--- config.mk ---
export PLATFORM = sky130hd
export DESIGN_NAME = sha3_sponge_ctrl
export DESIGN_NICKNAME = d
export VERILOG_FILES = /design/src/rtl/sha3_sponge_ctrl.sv
export SDC_FILE = /design/constraint.sdc
export NUM_CORES = 1
export LEC_CHECK = 0
export CORE_AREA = 2 2 92 94
export DETAILED_ROUTE_END_ITERATION = 7
export DIE_AREA = 0 0 94 96
export MAX_ROUTING_LAYER = met4
export PLACE_DENSITY = 0.71
export REMOVE_ABC_BUFFERS = 1
export SETUP_SLACK_MARGIN = 0.4
export SYNTH_ARGS = -nofsm -noshare
export SYNTH_HDL_FRONTEND = slang
export SYNTH_SLANG_ARGS = --single-unit
export TNS_END_PERCENT = 10
--- constraint.sdc ---
create_clock -name clk -period 3.4 [get_ports clk]
set_input_delay 0.51 -clock clk [delete_from_list [all_inputs] [get_ports clk]]
set_output_delay 0.51 -clock clk [all_outputs]
set_load 0.005 [all_outputs]
--- src/rtl/sha3_sponge_ctrl.sv ---
// Control sequencer for a Keccak-f[1600] sponge: command latch, block absorb,
// padding, permutation handshake and squeeze beat generation. Holds no sponge state.
module sha3_sponge_ctrl (
    input  logic        clk,
    input  logic        rst,
    input  logic        cmd_valid_i,
    output logic        cmd_ready_o,
    input  logic [1:0]  cmd_mode_i,
    input  logic [12:0] cmd_out_len_i,
    input  logic        blk_valid_i,
    output logic        blk_ready_o,
    input  logic [7:0]  blk_len_i,
    input  logic        blk_last_i,
    output logic        state_clr_o,
    output logic        absorb_en_o,
    output logic [7:0]  absorb_len_o,
    output logic        pad_en_o,
    output logic [7:0]  pad_pos_o,
    output logic [7:0]  domain_o,
    output logic [7:0]  rate_bytes_o,
    output logic        perm_start_o,
    input  logic        perm_done_i,
    output logic        out_valid_o,
    input  logic        out_ready_i,
    output logic [10:0] out_len_o,
    output logic        out_last_o,
    output logic [1:0]  mode_out_o,
    output logic        err_o
);

    localparam int unsigned REM_W      = 13;
    localparam int unsigned OLEN_W     = 11;
    localparam logic [7:0]  R_SHAKE128 = 8'd168;
    localparam logic [7:0]  R_SHAKE256 = 8'd136;
    localparam logic [7:0]  R_SHA3_256 = 8'd136;
    localparam logic [7:0]  R_SHA3_512 = 8'd72;
    localparam logic [7:0]  DS_SHAKE   = 8'h1F;
    localparam logic [7:0]  DS_SHA3    = 8'h06;

    typedef enum logic [2:0] {
        S_IDLE, S_CLR, S_WAIT_BLK, S_ABSORB, S_PSTART, S_PWAIT, S_PAD, S_SQUEEZE
    } state_t;

    state_t             state_q, state_d;
    logic [1:0]         mode_q, mode_d;
    logic [7:0]         rate_q, rate_d;
    logic [REM_W-1:0]   rem_q, rem_d;
    logic [7:0]         len_q, len_d;
    logic               last_q, last_d;
    logic               padded_q, padded_d;
    logic               sqp_q, sqp_d;
    logic               act_q, act_d;

    logic               cmd_ready_d, blk_ready_d, state_clr_d, absorb_en_d;
    logic [7:0]         absorb_len_d, pad_pos_d, domain_d;
    logic               pad_en_d, perm_start_d, out_valid_d, out_last_d, err_d;
    logic [OLEN_W-1:0]  out_len_d;
    logic [OLEN_W-1:0]  rate_bits_d;

    function automatic logic [7:0] rate_of(input logic [1:0] m);
        case (m)
            2'b00:   return R_SHAKE128;
            2'b01:   return R_SHAKE256;
            2'b10:   return R_SHA3_256;
            default: return R_SHA3_512;
        endcase
    endfunction

    // Next-state logic, then registered outputs decoded from the next state
    always_comb begin
        state_d  = state_q;
        mode_d   = mode_q;
        rate_d   = rate_q;
        rem_d    = rem_q;
        len_d    = len_q;
        last_d   = last_q;
        padded_d = padded_q;
        sqp_d    = sqp_q;
        act_d    = act_q;
        err_d    = 1'b0;

        case (state_q)
            S_IDLE: begin
                if (cmd_valid_i && cmd_ready_o) begin
                    mode_d   = cmd_mode_i;
                    rate_d   = rate_of(cmd_mode_i);
                    rem_d    = cmd_mode_i[1] ? (cmd_mode_i[0] ? REM_W'(512) : REM_W'(256))
                                             : cmd_out_len_i;
                    last_d   = 1'b0;
                    padded_d = 1'b0;
                    sqp_d    = 1'b0;
                    act_d    = 1'b1;
                    state_d  = S_CLR;
                end
            end
            S_CLR: state_d = S_WAIT_BLK;
            S_WAIT_BLK: begin
                if (blk_valid_i && blk_ready_o) begin
                    if (blk_len_i > rate_q) begin
                        err_d = 1'b1;
                    end else begin
                        len_d    = blk_len_i;
                        last_d   = blk_last_i;
                        padded_d = blk_last_i && (blk_len_i < rate_q);
                        state_d  = S_ABSORB;
                    end
                end
            end
            S_ABSORB: state_d = S_PSTART;
            S_PSTART: state_d = S_PWAIT;
            S_PWAIT: begin
                if (perm_done_i) begin
                    if (sqp_q || (last_q && padded_q)) state_d = S_SQUEEZE;
                    else if (last_q)                   state_d = S_PAD;
                    else                               state_d = S_WAIT_BLK;
                end
            end
            S_PAD: begin
                padded_d = 1'b1;
                state_d  = S_PSTART;
            end
            S_SQUEEZE: begin
                if (out_valid_o && out_ready_i) begin
                    rem_d = rem_q - REM_W'(out_len_o);
                    if (out_last_o) begin
                        state_d = S_IDLE;
                    end else begin
                        sqp_d   = 1'b1;
                        state_d = S_PSTART;
                    end
                end
            end
            default: state_d = S_IDLE;
        endcase

        rate_bits_d  = {rate_d, 3'b000};
        cmd_ready_d  = (state_d == S_IDLE);
        blk_ready_d  = (state_d == S_WAIT_BLK);
        state_clr_d  = (state_d == S_CLR);
        absorb_en_d  = (state_d == S_ABSORB) || (state_d == S_PAD);
        absorb_len_d = (state_d == S_ABSORB) ? len_d : 8'd0;
        pad_en_d     = ((state_d == S_ABSORB) && padded_d) || (state_d == S_PAD);
        pad_pos_d    = ((state_d == S_ABSORB) && padded_d) ? len_d : 8'd0;
        perm_start_d = (state_d == S_PSTART);
        out_valid_d  = (state_d == S_SQUEEZE);
        out_len_d    = '0;
        out_last_d   = 1'b0;
        if (state_d == S_SQUEEZE) begin
            out_len_d  = (rem_d < REM_W'(rate_bits_d)) ? OLEN_W'(rem_d) : rate_bits_d;
            out_last_d = (rem_d <= REM_W'(rate_bits_d));
        end
        domain_d = act_d ? (mode_d[1] ? DS_SHA3 : DS_SHAKE) : 8'h00;
    end

    always_ff @(posedge clk) begin
        if (rst) begin
            state_q      <= S_IDLE;
            mode_q       <= '0;
            rate_q       <= '0;
            rem_q        <= '0;
            len_q        <= '0;
            last_q       <= 1'b0;
            padded_q     <= 1'b0;
            sqp_q        <= 1'b0;
            act_q        <= 1'b0;
            cmd_ready_o  <= 1'b0;
            blk_ready_o  <= 1'b0;
            state_clr_o  <= 1'b0;
            absorb_en_o  <= 1'b0;
            absorb_len_o <= '0;
            pad_en_o     <= 1'b0;
            pad_pos_o    <= '0;
            domain_o     <= '0;
            rate_bytes_o <= '0;
            perm_start_o <= 1'b0;
            out_valid_o  <= 1'b0;
            out_len_o    <= '0;
            out_last_o   <= 1'b0;
            mode_out_o   <= '0;
            err_o        <= 1'b0;
        end else begin
            state_q      <= state_d;
            mode_q       <= mode_d;
            rate_q       <= rate_d;
            rem_q        <= rem_d;
            len_q        <= len_d;
            last_q       <= last_d;
            padded_q     <= padded_d;
            sqp_q        <= sqp_d;
            act_q        <= act_d;
            cmd_ready_o  <= cmd_ready_d;
            blk_ready_o  <= blk_ready_d;
            state_clr_o  <= state_clr_d;
            absorb_en_o  <= absorb_en_d;
            absorb_len_o <= absorb_len_d;
            pad_en_o     <= pad_en_d;
            pad_pos_o    <= pad_pos_d;
            domain_o     <= domain_d;
            rate_bytes_o <= rate_d;
            perm_start_o <= perm_start_d;
            out_valid_o  <= out_valid_d;
            out_len_o    <= out_len_d;
            out_last_o   <= out_last_d;
            mode_out_o   <= mode_d;
            err_o        <= err_d;
        end
    end

endmodule

# Yosys cells after proc, flatten, opt, wreduce, memory -nomap -nowiden
# Cells that the tools add are included.
# word_totals
reg_bits,82
inputBits,30
output_inout_bits,54
word_cells,119
# classes
add_sub_neg,1
magnitude_cmp,4
eq_ne,20
n_mux,38
bitwise_logic,7
reduce_logical,25
# ops
operator,count
8-bit 2-to-1 mux,5
13-bit 2-to-1 mux,3
13-bit case mux with 2 select lines,1
3-bit 2-to-1 mux,8
"3-bit equality test, second input constant",7
3-bit case mux with 7 select lines,1
8-bit case mux with 2 select lines,1
13-bit by 11-bit <= comparator with 1-bit output,1
13-bit by 11-bit less-than comparator with 1-bit output,1
13-bit by 11-bit subtractor with 13-bit output,1
"3-bit by 2-bit equality test with 1-bit output, second input constant",4
2-bit OR reduction,6
1-bit 2-to-1 mux,11
11-bit 2-to-1 mux,1
10-bit 2-to-1 mux,1
"2-bit != test, second input constant",5
8-bit greater-than comparator,1
8-bit less-than comparator,1
4-bit AND reduction,2
1-bit inverter,7
"3-bit by 1-bit equality test with 1-bit output, second input constant",2
1-bit logical AND,6
3-bit logical NOT,2
3-bit OR reduction,2
other kinds (10),15

# Longest topological paths before layout
# logic_depth
ltp_word,9
ltp_mapped,18
mapped_depth_nobuf,17

# Worst setup path before layout
# No wires, ideal clock.
# synth_timing
kind,register to register
start,reg out_len_o[0]
end,reg out_len_o[6]
setup_time_ns,0.122
t_arrival_ns,3.353
required_time_ns,3.278
slack_ns,-0.074
stages_incl_launch_ff,18
path_buffers,1
synth_period_minus_slack_ns,3.474
cell_sequence,dfxtp_1 > ha_1 > inv_1 > fa_1 > a21o_1 > a21oi_1 > xnor2_1 > a222oi_1 > inv_1 > ha_1 > nor2b_1 > o21a_1 > o21a_1 > o211ai_1 > a21oi_1 > and3b_1 > buf_6 > o311a_1
# synth_via
elab_chain_cells,5
# synth_lines
item,line_no,rtl
"start, declared",25,"output logic [10:0] out_len_o,"
"start signal, assigned",202,out_len_o <= out_len_d;
13-bit by 11-bit subtractor with 13-bit output,124,rem_d = rem_q - REM_W'(out_len_o);
13-bit 2-to-1 mux,123,if (out_valid_o && out_ready_i) begin
13-bit case mux with 2 select lines,82,case (state_q)
via rem_d[4],47,"logic [REM_W-1:0] rem_q, rem_d;"
13-bit by 11-bit less-than comparator with 1-bit output,149,out_len_d = (rem_d < REM_W'(rate_bits_d)) ? OLEN_W'(rem_d) : rate_bits_d;
11-bit 2-to-1 mux,149,
# The timed path passes the listed nets, and every way through them passes these cells.
# A chain may end at the register's enable or synchronous reset.

# Worst setup path in the final report
# layout_timing
start,reg rem_q[0]
end,reg out_len_o[6]
# layout_via
elab_chain_cells,5
word_cells_on_any_way,6
classes_between,add/sub: 1; order compare: 1; mux: 4
# layout_lines
item,line_no,rtl
"start, declared",47,
"start signal, assigned",185,rem_q <= rem_d;
13-bit by 11-bit subtractor with 13-bit output,124,
13-bit 2-to-1 mux,123,
13-bit case mux with 2 select lines,82,
via rem_d[4],47,
13-bit by 11-bit less-than comparator with 1-bit output,149,
11-bit 2-to-1 mux,149,
# The timed path passes the listed nets, and every way through them passes these cells.

==> impl_metrics.py <==
metrics = {
    "critical_path": {
        "cp-end-kind": "flip-flop",
        "crit_top_cell": "inv_1",
        "r2r_cells": 18,
        "slowest_stage": "a222oi_1",
        "cp_slowest_stage_delay_ps": 400,
        "worstPathRequired_ps": 3640,
        "crit_chain": "inv_1 > ha_1 > inv_1 > fa_2 > a21o_1 > a21oi_2 > xnor2_1 > a222oi_1 > inv_1 > ha_4 > nor2b_1 > o21a_1 > o21a_1 > o211ai_1 > a21oi_2 > and3b_2 > buf_4 > o311a_1",
        "crit_type": "reg -> reg",
        "crit_path_start_kind": "flip-flop",
        "arrival_ps": 3770,
        "cp_max_fo": 3,
    },
    "placement": {
        "dp_hpwl_um": 7580,
        "io_buffers": 80,
        "dp_cells": 616,
        "place_congestion": 0.920,
        "post-place-ws_ps": -244,
    },
    "floorplanning": {
        "io_pins": 84,
        "fp.dieH_um": 96,
        "floorplan.rows": 33,
        "coreArea_sq_um": 8050,
        "die_w_um": 94,
        "die-area_sq_um": 9020,
        "floorplan.initialDensity_pct": 43.9,
    },
    "sta": {
        "fin_crit_sh_pct": 104,
        "min_period_ps": 3520,
        "slew_headroom_pct": 48.4,
        "fmax_ghz": 0.284,
        "worst_slew_pin_slew_ps": 774,
        "rsz0062_at_grt": "true",
        "setup_violations": 8,
        "finalHoldViolations": 0,
        "fin_skew_ps": 7.99,
        "drv_slew": 0,
        "fin_ws_ps": -124,
    },
    "global_routing": {
        "grt_overflow": 0,
        "grt-busiest-layer": "met2",
        "grtUsageMet1_pct": 28.1,
        "grt_pass1_wl_um": 15600,
        "antenna_found_initial": 0,
        "grt_start_max_net_pins": 27,
        "grt_use_met2_pct": 39.2,
        "grt_pass1_vias": 3287,
        "use_met3_pct": 3.92,
        "grt_usage_pct": 23.2,
    },
    "finish": {
        "final_cell_mix": "clkdlybuf4s50_1, dfxtp_1, buf_4",
        "final_common_cell": "clkdlybuf4s50_1",
        "area_growth_pct": 40.7,
        "final_cells": 634,
        "drive_above_1_share_pct": 15.3,
        "diodes": 0,
        "utilization_pct": 61.8,
        "nets": 582,
    },
    "yosys": {
        "async_flop_share_pct": 0,
        "yosysWarnings": 0,
        "synth_edf_count": 0,
        "yosysUniqueCellTypes": 58,
        "syn_area_sq_um": 3540,
        "avgSynthCellArea_sq_um": 8.65,
        "ys_ff_latch": 68,
        "ys.flop_type": "dfxtp_1",
        "syn_inst": 409,
        "synthTopCellsByArea": "dfxtp_1, ha_1, nor2_1",
        "seq_area_frac_synth_pct": 38.5,
        "synth_top_area_cell": "dfxtp_1",
        "yosys.area.top_type_share_pct": 38.5,
    },
    "clock_tree": {
        "cts_max_level": 3,
        "clk_pin_slew_ps": 80,
        "cts_sinks": 68,
        "cts_buffers": 9,
        "clk_latency_ps": 350,
        "clockBufferDepth": 2,
        "cts_tree": "yes",
        "cts_hold_buffers": 0,
        "root_buffer": "clkbuf_8",
    },
    "routing": {
        "drc_errors": 0,
        "drt-initial-drc-count": 157,
        "vias": 3373,
        "drtAntennaViolNets": 0,
        "detail_route.wl_per_cell_um": 15.4,
        "dr.pass1.iters": 4,
        "routed_wl_um": 9790,
        "vias_per_cell": 5.32,
    },
    "power": {
        "intPower_mw": 1.48,
        "p_leak_nw": 1.97,
        "pwr-share-comb_pct": 21.9,
        "p_sw_share_pct": 27.5,
        "clkPwrFrac_pct": 37.3,
        "switchingPower_mw": 0.562,
        "seqPwrFrac_pct": 40.8,
        "power_density_nw_per_um2": 411,
        "vdd_drop_max_v": 0.000219,
    },
    "status": {
        "status": "complete, but fails checks",
        "violations": "negative setup slack",
    },
    "min_path": {
        "hold_class": "reg -> reg",
        "min_path_cells": 2,
    },
    "job": {
        "maxCapViolations": 0,
    },
}
-- flip-flops by register name, indices dropped and copies added, names as in the netlist --
name	flops
rem_q	13
out_len_o	11
absorb_len_o	8
pad_pos_o	8
rate_q	8
state_q	3
domain_o	2
mode_q	2
absorb_en_o	1
act_q	1
blk_ready_o	1
cmd_ready_o	1
err_o	1
last_q	1
out_last_o	1
out_valid_o	1
pad_en_o	1
padded_q	1
perm_start_o	1
sqp_q	1
state_clr_o	1
-- worst max-delay path: cells and delay by family (launching register included) --
kind	cells	cell delay (ps)
buf+inv	4	400
xor+xnor	1	70
compound gates	8	1480
fa+ha+maj	3	800
flops	1	310
simple gates	2	360
-- final timing paths --
kind              slack, ps                      end           startpoint
setup / recovery       -120  out_len_o[6]$_SDFF_PP0_  rem_q[0]$_SDFF_PP0_
hold / removal          470   domain_o[2]$_SDFF_PP0_     act_q$_SDFF_PP0_
setup reg to reg       -120  out_len_o[6]$_SDFF_PP0_  rem_q[0]$_SDFF_PP0_
hold reg to reg         470   domain_o[2]$_SDFF_PP0_     act_q$_SDFF_PP0_
-- timing repair --
action	in CTS	in global routing
resized for setup	10	4
pin swaps	4	1
endpoints found under the hold margin	0	0
buffers inserted	1	1
cloned	0	0
endpoints found under the setup margin	12	12
-- synth_stat cells (6+ instances only) --
cell,n
o21ai_0,12
buf_4,7
o211ai_1,6
a221oi_1,6
nand3_1,13
nor3_1,10
nand2_1,31
nor2b_1,10
clkbuf_1,9
dfxtp_1,68
inv_1,27
a21oi_1,28
mux2i_1,10
ha_1,27
nand2b_1,9
and2_1,19
nor2_1,42
-- power by group through the flow --
stage / logic, mW / clock network, mW / registers (mW)
finish: 0.447 / 0.762 / 0.834
global route: 0.490 / 0.813 / 0.837
CTS: 0.436 / 0.770 / 0.834
detailed placement: 0.423 / 0 / 0.853
global placement: 0.412 / 0 / 0.852
floorplan: 0.227 / 0 / 0.851
-- metrics by stage --
stage | TNS [ps] | total power [mW] | hold WS (ps) | area (sq um)
4_1_cts | -469 | 2.04 | 469 | 4940
3_3_place_gp | -1460 | 1.26 | 445 | 4670
5_1_grt | -2300 | 2.14 | 502 | 4970
6_report | -617 | 2.04 | 466 | 4970
2_1_floorplan | -821 | 1.08 | 427 | 3420
3_5_place_dp | -1690 | 1.28 | 450 | 4670
-- metal layers --
layer,routed length [um],part of all wire [%]
met5,0,0
met4,180,1.8
met3,515,5.3
met2,4790,49
met1,4300,44
-- cell families (layout without fill, tap and decap cells) --
| logic type | Yosys count | in the layout | synth area share [%] |
|---|---|---|---|
| other | 1 | 3 | 0.106 |
| buffers and inverters | 50 | 168 | 6.44 |
| AO/OA/AOI/OAI | 87 | 87 | 16.7 |
| AND/OR/NAND/NOR | 157 | 157 | 23.4 |
| adder cells (fa/ha/maj) | 28 | 28 | 10.1 |
| XOR/XNOR | 8 | 8 | 1.98 |
| flip-flops | 68 | 68 | 38.5 |
| multiplexers | 10 | 10 | 2.83 |
-- area by class of cell --
class / count / area [sq um]
clock buffer: 11 / 141
timing repair buffer: 125 / 1140
fill: 712 / 3080
clock inverter: 5 / 83.8
sequential: 68 / 1360
inverter: 27 / 101
multi-input combinational: 293 / 2010
tap: 105 / 131
Note: power is estimated with default switching activity, not from simulation.
